--- src/rtl/trit_packer.sv ---
// trit_packer: packs five mod-3 residues per byte, base-3 little-endian, and emits a
// short final byte at the end of each N_COEFF-coefficient polynomial.
// Optional feature macro: TRIT_PACK_CHECK_EN adds a sticky err output and forces
// illegal trits (2'b11) to pack as 0.
module trit_packer #(
  parameter int unsigned N_COEFF = 701
) (
  input  logic       clk,
  input  logic       rst,
  input  logic [1:0] in_trit,
  input  logic       in_valid,
  output logic       in_ready,
  output logic [7:0] out_byte,
  output logic       out_valid,
  input  logic       out_ready,
  output logic       out_last
`ifdef TRIT_PACK_CHECK_EN
  ,
  output logic       err
`endif
);

  // Keep the counter at least one bit wide so N_COEFF == 1 still elaborates.
  localparam int unsigned CntW = (N_COEFF > 1) ? $clog2(N_COEFF) : 1;
  localparam logic [CntW-1:0] LastCoef = CntW'(N_COEFF - 1);

  logic [7:0]      acc_q;
  logic [2:0]      pos_q;
  logic [CntW-1:0] coef_cnt_q;

  logic            accept;
  logic            last_coef;
  logic            close_grp;
  logic [7:0]      weight;
  logic [7:0]      trit_val;
  logic [7:0]      acc_next;

  assign in_ready  = !rst && (!out_valid || out_ready);
  assign accept    = in_valid && in_ready;
  assign last_coef = (coef_cnt_q == LastCoef);
  assign close_grp = accept && ((pos_q == 3'd4) || last_coef);

  // Positional weight and the accumulated partial byte including the incoming trit.
  always_comb begin
    weight = 8'd1;
    unique case (pos_q)
      3'd0:    weight = 8'd1;
      3'd1:    weight = 8'd3;
      3'd2:    weight = 8'd9;
      3'd3:    weight = 8'd27;
      3'd4:    weight = 8'd81;
      default: weight = 8'd1;
    endcase
`ifdef TRIT_PACK_CHECK_EN
    trit_val = (in_trit == 2'b11) ? 8'd0 : {6'd0, in_trit};
`else
    trit_val = {6'd0, in_trit};
`endif
    acc_next = acc_q + trit_val * weight;
  end

  // Accumulator, group position and coefficient counter; frozen unless a trit is accepted.
  always_ff @(posedge clk) begin
    if (rst) begin
      acc_q      <= 8'd0;
      pos_q      <= 3'd0;
      coef_cnt_q <= '0;
    end else if (accept) begin
      coef_cnt_q <= last_coef ? '0 : coef_cnt_q + CntW'(1);
      if (close_grp) begin
        acc_q <= 8'd0;
        pos_q <= 3'd0;
      end else begin
        acc_q <= acc_next;
        pos_q <= pos_q + 3'd1;
      end
    end
  end

  // Output register: a drain clears valid/last, a load on the same edge takes priority.
  always_ff @(posedge clk) begin
    if (rst) begin
      out_byte  <= 8'd0;
      out_valid <= 1'b0;
      out_last  <= 1'b0;
    end else begin
      if (out_valid && out_ready) begin
        out_valid <= 1'b0;
        out_last  <= 1'b0;
      end
      if (close_grp) begin
        out_byte  <= acc_next;
        out_valid <= 1'b1;
        out_last  <= last_coef;
      end
    end
  end

`ifdef TRIT_PACK_CHECK_EN
  // Sticky flag for an accepted illegal residue; only reset clears it.
  always_ff @(posedge clk) begin
    if (rst) begin
      err <= 1'b0;
    end else if (accept && (in_trit == 2'b11)) begin
      err <= 1'b1;
    end
  end
`endif

endmodule

--- config.mk ---
export PLATFORM = sky130hd
export DESIGN_NAME = trit_packer
export DESIGN_NICKNAME = d
export VERILOG_FILES = /design/src/rtl/trit_packer.sv
export SDC_FILE = /design/constraint.sdc
export NUM_CORES = 1
export LEC_CHECK = 0
export CAP_MARGIN = 40
export CORE_UTILIZATION = 30
export CTS_CLUSTER_SIZE = 24
export DETAILED_ROUTE_END_ITERATION = 12
export SETUP_SLACK_MARGIN = 0.05
export SYNTH_ARGS = -nofsm -noshare
export SYNTH_HDL_FRONTEND = slang
export SYNTH_SLANG_ARGS = --single-unit
--- constraint.sdc ---
create_clock -name clk -period 6.4 [get_ports clk]
set_clock_uncertainty 0.05 [all_clocks]
set_input_delay 0.64 -clock clk [delete_from_list [all_inputs] [get_ports clk]]
set_output_delay 0.64 -clock clk [all_outputs]
set_load 0.03 [all_outputs]
### Yosys cells after proc, flatten, opt, wreduce, memory -nomap -nowiden

Cells that the tools add are included.

| word-level totals | value |
|---|---|
| flip-flop bits (word level) | 31 |
| bits in latches | 0 |
| RAM bits | 0 |
| memory bits (read-only) | 0 |
| input port bits | 6 |
| output and inout port bits | 11 |
| logic and storage cells | 31 |
| memories kept | 0 |

| cells by class | value |
|---|---|
| $add $sub $neg | 3 |
| $mul | 1 |
| divide/modulo/power cells | 0 |
| $lt $le $gt $ge | 0 |
| equality and inequality tests | 5 |
| shift operators | 0 |
| multiplexer cells | 7 |
| bitwise logic cells | 0 |
| reduce and logical (&&, ||, !) cells | 9 |

Operators with widths:

| operator | number |
|---|---|
| $pmux W7 S4 | 1 |
| $add A10 B1 Y10 const B | 1 |
| $eq A10 B10 Y1 const B | 1 |
| $mux W10 | 1 |
| $add A8 B8 Y8 | 1 |
| $mul A2 B8 Y8 | 1 |
| $mux W8 | 1 |
| $eq A3 B2 Y1 const B | 2 |
| $logic_and A1 B1 Y1 | 4 |
| $add A3 B1 Y3 const B | 1 |
| $eq A3 B1 Y1 const B | 1 |
| $eq A3 B3 Y1 const B | 1 |
| $mux W1 | 3 |
| $mux W3 | 1 |
| $logic_not A1 Y1 | 2 |
| $logic_or A1 B1 Y1 | 2 |
| $reduce_bool A2 Y1 | 1 |

### Logic depth before layout (Yosys ltp)

Gate-level depths: netlist (run 1).

| logic depth | value |
|---|---|
| depth after elaboration | 6 |
| gate-level depth with buffers | 13 |
| mapped depth without buffers | 12 |

### Worst setup path before layout (run 1)

Ideal clock, no wire load.

| timing path | value |
|---|---|
| path kind | flip-flop to flip-flop |
| start | register pos_q[2] |
| end | register acc_q[7] |
| library setup time | 0.092 ns |
| data arrival time | 2.884 ns |
| data required time | 6.258 ns |
| slack | 3.373 ns |
| cell stages (with the launch flop) | 14 |
| path buffers | 1 |
| period minus slack after synthesis | 3.027 ns |
| cell sequence | dfxtp_1 > clkbuf_1 > inv_1 > ha_1 > a21oi_1 > nor2b_1 > fa_1 > ha_1 > fa_1 > a211oi_1 > o21bai_1 > a21oi_1 > xnor2_1 > o32ai_1 |

| on the way | value |
|---|---|
| longest elaborated chain between the ends | 5 |
| elaborated cells on any way between the ends | 10 |
| those cells by class | add/sub: 1; mul: 1; eq/ne: 4; mux: 2; reduce/logical: 2 |

RTL lines:

| item | RTL line | RTL |
|---|---|---|
| from (decl) | 28 | `logic [2:0] pos_q;` |
| from (signal assigned) | 75 | `pos_q <= pos_q + 3'd1;` |
| $eq A3 B3 Y1, or another cell as far along | 41, 46 |  |
| $pmux W7 S4 | 46 | `unique case (pos_q)` |
| $mul A2 B8 Y8 | 59 | `acc_next = acc_q + trit_val * weight;` |
| $add A8 B8 Y8 | 59 |  |
| $mux W8 * | 70 | `if (close_grp) begin` |
| to (signal assigned) | 74 | `acc_q <= acc_next;` |
| to (decl) | 27 | `logic [7:0] acc_q;` |

Every way passes the cells marked *; elsewhere a longest branch is shown, timed or not.
A chain may end at the register's enable or synchronous reset.

### Final worst setup path (run 1)

| timing path | value |
|---|---|
| start | input rst |
| end | output in_ready |

| on the way | value |
|---|---|
| longest elaborated chain between the ends | 2 |

RTL lines:

| item | RTL line | RTL |
|---|---|---|
| from (decl) | 9 | `input logic rst,` |
| $logic_not A1 Y1 | 38 | `assign in_ready = !rst && (!out_valid \|\| out_ready);` |
| $logic_and A1 B1 Y1 | 38 |  |
| to (decl) | 12 | `output logic in_ready,` |

No other way between the ends.

==> results of run 1 <==
-- power breakdown --
| part | internal, uW | switching (uW) | total (uW) |
|---|---|---|---|
| sequential | 196 | 2.73 | 199 |
| combinational | 14.8 | 22.3 | 37.1 |
| clock | 97.8 | 75.3 | 173 |
| total | 309 | 100 | 409 |
-- worst paths after layout --
kind	endpoint	slack, ns	cells after the start
min	out_byte[0]	0.45	2
min reg2reg	out_byte[0]	0.45	2
max	in_ready	2.99	4
max reg2reg	acc_q[7]	3.14	12
-- routing by layer --
metal  vias to the layer above  share of wire
li1                        711              -
met1                       663           0.52
met2                        23           0.44
met3                         4          0.028
met4                         0          0.013
met5                         -              0
-- flip-flops by register name (all words and copies together), names as in the netlist --
register	cells
acc_q	8
coef_cnt_q	10
out_byte	8
out_last	1
out_valid	1
pos_q	3
-- through the flow --
stage	setup WS, ns	instances	hold WS [ns]	area (um2)	power, uW
final	2.99	285	0.448	2120	409
after global routing	2.78	285	0.471	2120	427
after CTS	2.96	285	0.452	2120	416
after detailed placement	2.84	277	0.434	2020	240
after global placement	2.93	277	0.432	2020	240
after floorplan	3.37	195	0.412	1790	228
-- final cells by class --
class                   count  area [um2]
clock buffers               7        96.3
well taps                  72        90.1
flip-flops and latches     31         621
inverters                  11        41.3
repair buffers             16         160
fillers                   592        3520
clock inverters             1        7.51
multi-input cells         147        1110
-- worst register-to-register path, stage by stage (launching register included) --
cell      delay [ns]
dfxtp_1         0.45
inv_1           0.11
ha_1            0.23
a21oi_1         0.19
nor2b_1         0.08
fa_1            0.44
ha_1            0.25
fa_1            0.43
a211oi_1        0.30
o21bai_1        0.11
a21oi_1         0.18
xnor2_1         0.19
o32ai_1         0.11
-- cell usage after synthesis (3+ instances only) --
cell type,number,share of area
xnor2_1,8,0.039
nor2b_1,4,0.014
dfxtp_1,31,0.35
inv_1,10,0.021
nand3_1,5,0.014
nor2_1,31,0.065
a22oi_1,10,0.042
and2_1,5,0.017
o21ai_0,3,0.0084
mux2i_1,8,0.045
ha_1,18,0.13
clkbuf_1,4,0.0084
fa_1,3,0.033
a21oi_1,6,0.017
xor2_1,7,0.034
nand4_1,4,0.014
nand2_1,8,0.017
-- cell families after synthesis --
| group | count (synthesis) | share of synthesized area |
|---|---|---|
| compound gates | 33 | 0.135 |
| xor+xnor | 15 | 0.0732 |
| fa+ha+maj | 21 | 0.159 |
| buf+inv | 17 | 0.0370 |
| flops | 31 | 0.346 |
| mux | 8 | 0.0446 |
| simple gates | 70 | 0.206 |
==> summary.md, run 1 <==
| Metric | Value |
|---|---|
| Max-slew violations | `0` |
| Post-Synthesis Cells | `195` |
| Pwr dens | `193 mW/mm2` |
| RePlAce Congestion | `0.765` |
| Startpoint Class | `primary input` |
| Max_cap viols | `0` |
| TritonCTS Sinks | `31` |
| Largest net degree at the start of global routing | `24` |
| First DRT Iteration DRCs | `37` |
| Layout cells sized above 1 | `0.0751` |
| Crit path kind | `primary input to primary output` |
| R2R Path Start | `pos_q[2]` |
| Worst Path Buf+Inv | `3` |
| CTS buffer count | `5` |
| Via count | `1401` |
| Pre-antenna DRT Iters | `4` |
| Die area | `0.00629 mm2` |
| M3 GR Usage | `0.0310` |
| Syn avg cell area | `9.20 um2` |
| Post-synth cell types | `41` |
| P_leak | `0.000862 uW` |
| Worst Path Required | `5.71 ns` |
| Rel. slew slack | `0.438` |
| Final period util | `0.533` |
| CP max-delay cell | `clkdlybuf4s50_1` |
| Initial antenna violation count | `0` |
| Post-route setup TNS | `0 ns` |
| Clock transition at path regs | `0.07 ns` |
| Vias in the first global route | `1275` |
| P&R area growth vs syn | `18.3%` |
| Run status | `finished clean` |
| Delay-heaviest family, CP | `buffers and inverters` |
| Post-synthesis instance area | `0.00179 mm2` |
| Post-CTS Hold Fix Bufs | `0` |
| Critical Path AT | `2.72 ns` |
| Root buf cell | `clkbuf_8` |
| Setup repair bufs after CTS | `0` |
| Achievable Freq | `293 MHz` |
| GR met1 Demand/Resource | `0.189` |
| Post-route ant nets | `0` |
| DRT Wirelength | `3770 um` |
| Min-Delay Startpoint | `out_byte[0]` |
| Cell chain of the critical path | `clkdlybuf4s50_1 -> inv_1 -> and2_1 -> clkdlybuf4s50_1` |
| Post-CTS sizing | `0` |
| Seq cells post-synth | `31` |
| VDD IR-drop max | `0.0987 mV` |
| CP Capture Type | `primary output` |
| Largest stage delay, worst path | `1.02 ns` |
| Final setup viols | `0` |
| Met2 Use GR | `0.184` |
| Post-layout util | `0.376` |
| Async set or reset register ratio after synthesis | `0` |
| CP max FO | `23` |
| Origin of the worst setup path | `rst` |
| Clk_lat worst skew | `0.29 ns` |
| Commonest cells after routing, fill and taps aside | `nor2_1 (31), dfxtp_1 (31), ha_1 (18), clkdlybuf4s50_1 (16)` |
| # IOs | `17` |
| First-pass GRT wire length | `6250 um` |
| Synthesized Nets | `222` |
| CTS tree | `done` |
| H-tree Lvls | `2` |
| IO Port Bufs | `16` |
| Grt ovf | `0` |
| Crit path time final | `3.41 ns` |
| RSZ-0062 raised after global routing | `no` |
| Worst Max-Slew Pin Slew | `0.841 ns` |
| Rows | `27` |
| Seq/Total Area, Yosys | `0.346` |
| Worst min path class | `flop to flop` |
| Die W | `79.3 um` |
| Initial Utilization | `0.318` |
| CTS Buffer Depth | `2` |
| Global Route Usage Sum | `0.131` |
| Yosys warning count | `0` |
| Most used cell, CP | `clkdlybuf4s50_1` |
| Die Y | `79.3 um` |
| Residual DRC | `0` |
| Vias per cell | `4.92` |
| WL/cell | `13.2 um` |
| EDFF count, synth | `0` |
| Ys flop type | `dfxtp_1` |
| Endpoints failing hold | `0` |
| Gr busiest metal | `met1` |
| Layout net count | `239` |
| Core Area | `0.00564 mm2` |
| HPWL Detailed | `2760 um` |
| Antenna Cells | `0` |
No activity file was read; power rests on OpenSTA's default activity.
==> inputs of run 2 (changes only) <==
==> constraint.sdc (replaced) <==
create_clock -name clk -period 2.81 [get_ports clk]
set_clock_uncertainty 0.05 [all_clocks]
set_input_delay 0.281 -clock clk [delete_from_list [all_inputs] [get_ports clk]]
set_output_delay 0.281 -clock clk [all_outputs]
set_load 0.03 [all_outputs]
==> summary.md, run 2 (synthesized netlist as in run 1, its figures left out) <==
| Metric | Value |
|---|---|
| Min-Delay Startpoint | `acc_q[7]` |
| IO Port Bufs | `16` |
| P_leak | `0.000937 uW` |
| Pwr dens | `391 mW/mm2` |
| Final setup viols | `4` |
| Psw | `220 uW` |
| Largest stage delay, worst path | `0.51 ns` |
| Placed instance count | `290` |
| Worst Path Required | `2.91 ns` |
| Worst min path class | `flop to flop` |
| Reg with most FFs | `coef_cnt_q` |
| R2R Path Start | `pos_q[1]` |
| Smallest setup slack after layout | `-0.0500 ns` |
| FF/Latch Area | `626 um2` |
| Pre-antenna DRT Iters | `4` |
| VDD IR-drop max | `0.219 mV` |
| Area of the multi-input gates | `0.00120 mm2` |
| Core Area | `0.00564 mm2` |
| Smallest hold slack | `0.436 ns` |
| Max-slew violations | `0` |
| Origin of the worst setup path | `pos_q[1]` |
| Cell chain of the critical path | `inv_1 -> ha_2 -> o21ai_2 -> a22oi_2 -> and2_4 -> fa_1 -> ha_4 -> buf_4 -> o21ai_1 -> o21bai_1 -> a21oi_1 -> xnor2_1 -> o32ai_1` |
| RSZ-0062 raised after global routing | `yes` |
| P_int | `685 uW` |
| CP max FO | `3` |
| Violated checks | `negative setup slack` |
| Crit path kind | `flop to flop` |
| Layout net count | `253` |
| Rows | `27` |
| Die Y | `79.3 um` |
| P&R area growth vs syn | `28.9%` |
| Max reg flops | `10` |
| Residual DRC | `0` |
| HPWL Detailed | `2730 um` |
| Final period util | `1.02` |
| First DRT Iteration DRCs | `51` |
| Grt ovf | `0` |
| Run status | `complete, but fails checks` |
| First-pass GRT wire length | `6510 um` |
| Initial antenna violation count | `0` |
| Vias in the first global route | `1405` |
| Worst Max-Slew Pin Slew | `0.419 ns` |
| TritonCTS Sinks | `31` |
| Vias per cell | `4.81` |
| CTS Buffer Depth | `2` |
| Largest net degree at the start of global routing | `23` |
| Post-route ant nets | `0` |
| # IOs | `17` |
| Die W | `79.3 um` |
| Die area | `0.00629 mm2` |
| Post-Layout Cell Count | `298` |
| Crit path time final | `2.86 ns` |
| RePlAce Congestion | `0.758` |
| CTS buffer count | `5` |
| Global Route Usage Sum | `0.133` |
| CP max-delay cell | `fa_1` |
| Max_cap viols | `0` |
| Clock power share | `0.385` |
| WL/cell | `12.7 um` |
| Most common cell after layout, fill and taps aside | `nor2_1` |
| Top flop regs | `coef_cnt_q x10, acc_q x8, out_byte x8` |
| Startpoint Class | `flop` |
| Fillers | `559` |
| Clk_lat worst skew | `0.28 ns` |
| Worst Path Buf+Inv | `2` |
| Sw Ratio | `0.243` |
| Endpoints failing hold | `0` |
| Achievable Freq | `350 MHz` |
| Rel. slew slack | `0.721` |
| Layout cells sized above 1 | `0.208` |
| Commonest cells after routing, fill and taps aside | `nor2_1 (31), dfxtp_1 (29), clkdlybuf4s50_1 (16), buf_4 (14), ha_1 (12)` |
| Combinational power share | `0.114` |
| Via count | `1434` |
| Initial Utilization | `0.318` |
| Antenna Cells | `0` |
| Post-route setup TNS | `-0.0963 ns` |
| Critical Path AT | `2.96 ns` |
| Delay-heaviest family, CP | `adder cells` |
| CTS tree | `done` |
| Root buf cell | `clkbuf_8` |
| Sequential Power Share | `0.500` |
| CP Capture Type | `flop` |
| DRT Wirelength | `3780 um` |
| H-tree Lvls | `2` |
| Clock transition at path regs | `0.06 ns` |
-- run 2: changes by cell type in the layout (fill, tap and decap cells not counted), moves of 3 or more --
| cell | delta |
|---|---|
| buf_4 | +14 |
| ha_1 | -6 |
| ha_2 | +3 |
| ha_4 | +3 |
| o21ai_0 | -3 |
-- run 2: final cells by class --
cell class                 count  area share
multi-input combinational    147       0.520
sequential                    31       0.270
timing repair buffer          30       0.115
tap                           72      0.0389
clock buffer                   6      0.0357
inverter                      11      0.0178
clock inverter                 1     0.00216
-- run 2: through the flow --
stage               utilization  power, uW  cell area, um2  worst slack [ns]
floorplan                     -        521            1850            0.0504
global placement          0.383        561            2160            -0.128
detailed placement        0.383        561            2160            -0.151
CTS                       0.403        914            2280           -0.0590
global route              0.410        946            2310            -0.195
finish                    0.410        906            2310           -0.0500
-- run 2: per-layer routing --
metal  up-vias  part of all wire  global-route usage  wire length, um
met3         2             0.021              0.0230               81
met5         -                 0                   0                0
li1        742                 -                   -                -
met4         0             0.011              0.0545               40
met2        16              0.44               0.209             1670
met1       674              0.52               0.178             1980
-- run 2: worst register-to-register path: stages, from the launching register on --
cell and delay, ns:
dfxtp_2 0.36, inv_1 0.07, ha_2 0.20, o21ai_2 0.15
a22oi_2 0.09, and2_4 0.14, fa_1 0.51, ha_4 0.29
buf_4 0.12, o21ai_1 0.06, o21bai_1 0.20, a21oi_1 0.11
xnor2_1 0.27, o32ai_1 0.11
-- run 2: worst paths after layout --
path               to  slack [ns]  depth (start not counted)
max          acc_q[7]       -0.05                         13
min          acc_q[7]        0.44                          2
max reg2reg  acc_q[7]       -0.05                         13
min reg2reg  acc_q[7]        0.44                          2
-- run 2: timing repair --
item / 4_1_cts / 5_1_grt
resized for setup: 7 / 9
endpoints found under the setup margin: 6 / 6
buffers inserted: 1 / 0
hold buffers: 0 / 0
pin swaps: 10 / 9
-- run 2: power by group through the flow --
stage,clock network (uW),logic [uW],registers (uW)
6_report,349,104,453
2_1_floorplan,0,59.8,461
5_1_grt,376,116,454
3_3_place_gp,0,99.1,462
3_5_place_dp,0,98.9,463
4_1_cts,360,101,453
